### config.mk
export PLATFORM = sky130hd
export DESIGN_NAME = control_unit
export DESIGN_NICKNAME = d
export VERILOG_FILES = /design/src/rtl/control_unit.sv
export SDC_FILE = /design/constraint.sdc
export NUM_CORES = 1
export LEC_CHECK = 0
export CAP_MARGIN = 5
export CELL_PAD_IN_SITES_DETAIL_PLACEMENT = 1
export CELL_PAD_IN_SITES_GLOBAL_PLACEMENT = 1
export CORE_MARGIN = 5
export CORE_UTILIZATION = 29
export DETAILED_ROUTE_END_ITERATION = 12
export PLACE_DENSITY = 0.8
export SETUP_SLACK_MARGIN = 0.02
export SLEW_MARGIN = 5
export SYNTH_ARGS = -nofsm -noshare
export SYNTH_HDL_FRONTEND = slang
export SYNTH_SLANG_ARGS = --single-unit
### constraint.sdc
create_clock -name clk -period 1.9 [get_ports clk]
set_clock_uncertainty 0.15 [all_clocks]
set_input_delay 0.57 -clock clk [delete_from_list [all_inputs] [get_ports clk]]
set_output_delay 0.57 -clock clk [all_outputs]
set_load 0.05 [all_outputs]
### src/rtl/control_unit.sv
// control_unit: multi-cycle fetch/decode/execute sequencer for the 8-bit ALU datapath.
// Owns the program counter, instruction register and retired-instruction counter.
module control_unit #(
  parameter logic [7:0] PC_RESET = 8'h00
) (
  input  logic        clk,
  input  logic        reset,
  output logic        instrReq,
  output logic [7:0]  pc,
  input  logic        instrValid,
  input  logic [15:0] instr,
  output logic [2:0]  aluControl,
  output logic        aluSrcImm,
  output logic [1:0]  rdAddr,
  output logic [1:0]  rsAddr,
  output logic [7:0]  imm,
  input  logic        equality,
  output logic        regWrite,
  output logic        halted,
  output logic [7:0]  retiredCount
);

  localparam int unsigned PC_W  = 8;
  localparam int unsigned IR_W  = 16;
  localparam int unsigned OP_W  = 3;
  localparam int unsigned CNT_W = 8;
  localparam logic [OP_W-1:0] OP_BRANCH = 3'b111;

  typedef enum logic [1:0] {
    S_FETCH,
    S_DECODE,
    S_EXECUTE,
    S_HALT
  } state_t;

  state_t            state;
  state_t            state_nx;
  logic [IR_W-1:0]   ir;
  logic [PC_W-1:0]   pc_q;
  logic [CNT_W-1:0]  retired_q;
  logic [OP_W-1:0]   op;
  logic              is_branch_op;
  logic              is_halt;
  logic              fetch_accept;
  logic              exec_retire;

  assign op           = ir[15:13];
  assign is_branch_op = (op == OP_BRANCH);
  assign is_halt      = is_branch_op && ir[12];
  assign fetch_accept = (state == S_FETCH) && instrValid;
  assign exec_retire  = (state == S_EXECUTE);

  // Field decode straight from the instruction register.
  assign pc           = pc_q;
  assign retiredCount = retired_q;
  assign rdAddr       = ir[11:10];
  assign rsAddr       = ir[9:8];
  assign imm          = ir[7:0];
  assign aluSrcImm    = ir[12] && !is_branch_op;

  // State register.
  always_ff @(posedge clk) begin
    if (reset) begin
      state <= S_FETCH;
    end else begin
      state <= state_nx;
    end
  end

  // Instruction capture, program counter and retire counter.
  always_ff @(posedge clk) begin
    if (reset) begin
      ir        <= '0;
      pc_q      <= PC_RESET;
      retired_q <= '0;
    end else begin
      if (fetch_accept) begin
        ir   <= instr;
        pc_q <= pc_q + PC_W'(1);
      end
      if (exec_retire) begin
        retired_q <= retired_q + CNT_W'(1);
        if (is_branch_op && equality) begin
          pc_q <= ir[7:0];
        end
      end
    end
  end

  // Next-state and control strobes; reset gates the fetch request and write strobe.
  always_comb begin
    state_nx   = state;
    instrReq   = 1'b0;
    aluControl = '0;
    regWrite   = 1'b0;
    halted     = 1'b0;
    case (state)
      S_FETCH: begin
        instrReq = !reset;
        if (instrValid) begin
          state_nx = S_DECODE;
        end
      end
      S_DECODE: begin
        aluControl = op;
        state_nx   = is_halt ? S_HALT : S_EXECUTE;
      end
      S_EXECUTE: begin
        aluControl = op;
        regWrite   = !reset && !is_branch_op;
        state_nx   = S_FETCH;
      end
      S_HALT: begin
        aluControl = op;
        halted     = 1'b1;
      end
      default: begin
        state_nx = S_FETCH;
      end
    endcase
  end

endmodule
# ---- Yosys cells after proc, flatten, opt, wreduce, memory -nomap -nowiden
# Cells that the tools add are included.
dict set report op_classes {
  mux 10
  bitwise 0
  addsub 2
  multipliers 0
  n_div 0
  eq_ne 5
  shifts 0
  n_reduce_logical 11
  order_cmp 0
}
# operator n
set op_table {}
lappend op_table {{2-to-1 mux 8 bit} 3}
lappend op_table {{adder 8 x 1 -> 8 bit (second input constant)} 2}
lappend op_table {{case mux 2 bit (3 select lines)} 1}
lappend op_table {{logical AND 1 bit} 5}
lappend op_table {{equality test 2 bit (second input constant)} 2}
lappend op_table {{2-to-1 mux 1 bit} 4}
lappend op_table {{equality test 3 bit (second input constant)} 1}
lappend op_table {{2-to-1 mux 3 bit} 1}
lappend op_table {{nonzero test 3 bit} 1}
lappend op_table {{OR reduction 3 bit} 1}
lappend op_table {{equality test 2 x 1 -> 1 bit (second input constant)} 1}
lappend op_table {{zero test 1 bit} 2}
lappend op_table {{zero test 2 bit} 1}
lappend op_table {{2-to-1 mux 2 bit} 1}
lappend op_table {{!= test 2 bit (second input constant)} 1}
lappend op_table {{AND reduction 2 bit} 1}
dict set report word_totals {
  latch_bits 0
  regBits 34
  mem_count 0
  inputBits 20
  out_inout_bits 35
  romBits 0
  ram_bits 0
}

# ---- Longest topological paths before layout
dict set report logic_depth {
  word_depth 5
  mapped_depth 8
  ltp_nobuf 5
}

# ---- Least setup slack after synthesis
# Ideal clock, no wire load.
dict set report synth_path {
  path_kind {input to output}
  from {input reset}
  to {output regWrite}
  slack_ns -0.945
  n_path_buf 2
  arrival_time_ns 2.125
  required_time_ns 1.180
  path_stages 3
  cell_sequence {clkbuf_1 > clkbuf_1 > nor3b_1}
}
dict set report synth_between {
  elab_chain_cells 3
}
# element line
set synth_lines {}
lappend synth_lines {{start, declared} 7} ;# input logic reset,
lappend synth_lines {{zero test 1 bit} 110} ;# regWrite = !reset && !is_branch_op;
lappend synth_lines {{logical AND 1 bit} 110}
lappend synth_lines {{2-to-1 mux 1 bit} 97} ;# case (state)
lappend synth_lines {{end, declared} 18} ;# output logic regWrite,
# No other way between the ends.

# ---- Worst setup path after layout
dict set report layout_path {
  from {register state[0]}
  to {output regWrite}
}
dict set report layout_between {
  elab_chain_cells 2
}
# element line
set layout_lines {}
lappend layout_lines {{start, declared} 36} ;# state_t state;
lappend layout_lines {{start signal, assigned} 66} ;# state <= state_nx;
lappend layout_lines {{equality test 2 bit} 97}
lappend layout_lines {{2-to-1 mux 1 bit} 97}
# No other way between the ends.

==> impl_metrics.yaml <==
sta:
  hold_viol: 0
  fmax_mhz: 513
  slew_headroom: 0.755
  fin_ws_ns: -0.0491
  setup_tns_ns: -0.224
  finalCriticalPeriod_ns: 1.95
  fin_crit_sh: 1.03
  worst_pin_slew_ns: 0.366
  slew_viol_final: 0
  setup_viol: 5
  rsz0062_at_grt: "yes"
  hold_ws_ns: 0.332
routing:
  post_drt_wl_per_cell_um: 16.2
  first_iter_violations: 68
  route.antenna.remaining_nets: 0
  vias: 1624
  route.detailed.drc: 0
  dr.pass1.iters: 4
  totalWireLength_mm: 5.35
  vias_per_cell: 4.92
die:
  initial_core_util: 0.298
  dieArea_um2: 7220
  die_y_um: 85.0
  row_count: 27
  fp.dieW_um: 85.0
  pin_count: 55
  core_um2: 5470
cells_and_area:
  layout_commonest_cell: "nand2_1"
  area_growth_pct: 77.2
  stdcell_count: 330
  antenna_cells: 0
  drive_gt1_frac: 0.345
  final_nets: 285
  fin_area_um2: 2890
  final_cell_mix: "40 x nand2_1, 35 x buf_12, 26 x dfxtp_1"
global_routing:
  grt_max_degree: 32
  first_global_vias: 1751
  grt_overflow: 0
  grtUsageTotal: 0.151
  grt_antenna_before_repair: 0
  grt_pass1_wl_mm: 8.74
yosys:
  synthesis.area_um2: 1630
  syn_inst: 196
  ys_seq_area_frac: 0.418
  ys_seq_elements: 34
  yosys_warnings: 0
  synth_cell_types: 27
  syn_nets: 224
  synth.avg_cell_area_um2: 8.31
worst_setup_path:
  worstPathArrival_ns: 1.23
  worst-path-max-fanout: 4
  rrSetupSlack_ns: 0.09
  crit_path_end_kind: "primary output"
  cp-start-kind: "flop"
  r2r_cells: 7
  cp.required_ns: 1.18
  criticalPathCategory: "flop to primary output"
  rr_startpoint: "state[1]$_SDFFE_PP0P_"
  r2r_end: "pc[3]$_SDFF_PP0_"
worst_hold_path:
  hold_depth: 2
  hp-class: "flop to flop"
  hold_start: "ir[14]$_SDFFE_PP0P_"
  whs_endpoint: "ir[14]$_SDFFE_PP0P_"
cts:
  numCtsBuffers: 5
  cts_hold_buf: 0
  cts.reportedPaths.clkPinSlew_ns: 0.07
  cts.sinks: 34
  clock_latency_ns: 0.28
  h-tree-depth: 2
  clockBufferDepth: 2
  root_buffer: "clkbuf_8"
  tritoncts: "built"
power:
  switchingPower_uw: 1050
  powerDensity_nw_per_um2: 987
  intPower_uw: 1800
  vdd_ir_drop_max_v: 0.000479
  swShare: 0.368
  seq_power_share: 0.322
  clkPwrFrac: 0.222
  pwr-share-comb: 0.456
  leakage_uw: 0.00106
  power.total_uw: 2850
placement:
  hpwl_mm: 3.89
  port_buffers: 54
  dpl.cell_count: 319
  gp_congestion: 0.802
  placed_area_um2: 2630
outcome:
  violations: "negative setup slack"
  status: "complete, but fails checks"
run:
  max_cap_viol_count: 0
[synth_stat cells]
master | instances | share of area
nand2_1 | 41 | 0.094
dfxtp_1 | 34 | 0.42
a21oi_1 | 19 | 0.058
buf_4 | 13 | 0.060
ha_1 | 8 | 0.061
nor3_1 | 8 | 0.025
a311oi_1 | 7 | 0.038
nor2_1 | 7 | 0.016
nand3_1 | 6 | 0.018
clkbuf_1 | 5 | 0.012
inv_1 | 5 | 0.012
nor2b_1 | 4 | 0.015
o21ai_0 | 4 | 0.012
o31ai_1 | 4 | 0.018
or3_1 | 4 | 0.015
or4_1 | 4 | 0.018
xor2_1 | 4 | 0.022
a211oi_1 | 3 | 0.014
mux2i_1 | 3 | 0.018
nand4_1 | 3 | 0.012
and2_1 | 2 | 0.0077
buf_2 | 2 | 0.0061
xnor2_1 | 2 | 0.011
and3_1 | 1 | 0.0038
buf_1 | 1 | 0.0023
nand4_2 | 1 | 0.0077
nor3b_1 | 1 | 0.0046
[stage by stage]
stage / utilization / setup slack [ns]
CTS: 0.522 / -0.0862
global placement: 0.481 / -0.325
global route: 0.527 / -0.103
detailed placement: 0.481 / -0.359
floorplan: - / -0.190
finish: 0.527 / -0.0491
[flip-flops by register name, summed over array words and instances (netlist names)]
name          flops
ir               16
state             2
retiredCount      8
pc                8
[worst max-delay path, cell delays in order, from the launching register on]
cell,delay (ns)
dfxtp_2,0.34
clkinv_4,0.08
ha_4,0.14
nor3b_4,0.22
buf_12,0.17
[logic make-up after synthesis]
group | after synthesis | synth area share
AND/OR/NAND/NOR | 82 | 0.238
AO/OA/AOI/OAI | 37 | 0.141
buffers and inverters | 26 | 0.0914
multiplexers | 3 | 0.0184
XOR/XNOR | 6 | 0.0323
adder cells (fa/ha/maj) | 8 | 0.0614
flip-flops | 34 | 0.418
[routing by layer]
metal | GRT usage | part of all wire
met1 | 0.178 | 0.41
met2 | 0.268 | 0.54
met3 | 0.0330 | 0.039
met4 | 0.0489 | 0.0090
met5 | 0 | 0
[repair_timing]
item	CTS	global route
gates resized for setup	30	7
endpoints found under the setup margin	8	8
setup buffers	3	1
hold endpoints to repair	0	0
pin swaps	3	3
[power by group through the flow]
stage / registers, uW / clock network (uW) / logic [uW]
after floorplan: 930 / 0 / 586
after global placement: 905 / 0 / 1120
after detailed placement: 910 / 0 / 1150
after CTS: 913 / 642 / 1280
after global routing: 930 / 681 / 1390
final: 918 / 633 / 1300
[final cells by class]
class,count,area [um^2]
timing repair buffer,75,1050
multi-input combinational,136,916
sequential,34,693
clock buffer,8,110
inverter,5,28.8
fill,614,2590
tap,72,90.1
[worst max path at each step]
| stage | from | end | slack [ns] | depth (start not counted) |
|---|---|---|---|---|
| 2_1_floorplan | state[0]$_SDFFE_PP0P_ | aluControl[0] | -0.19 | 3 |
| 3_3_place_gp | reset | regWrite | -0.32 | 3 |
| 3_5_place_dp | reset | regWrite | -0.36 | 3 |
| 4_1_cts | state[0]$_SDFFE_PP0P_ | regWrite | -0.09 | 4 |
| 5_1_grt | state[0]$_SDFFE_PP0P_ | aluControl[1] | -0.10 | 4 |
| 6_report | state[0]$_SDFFE_PP0P_ | regWrite | -0.05 | 4 |
(Power assumes the default switching activity.)
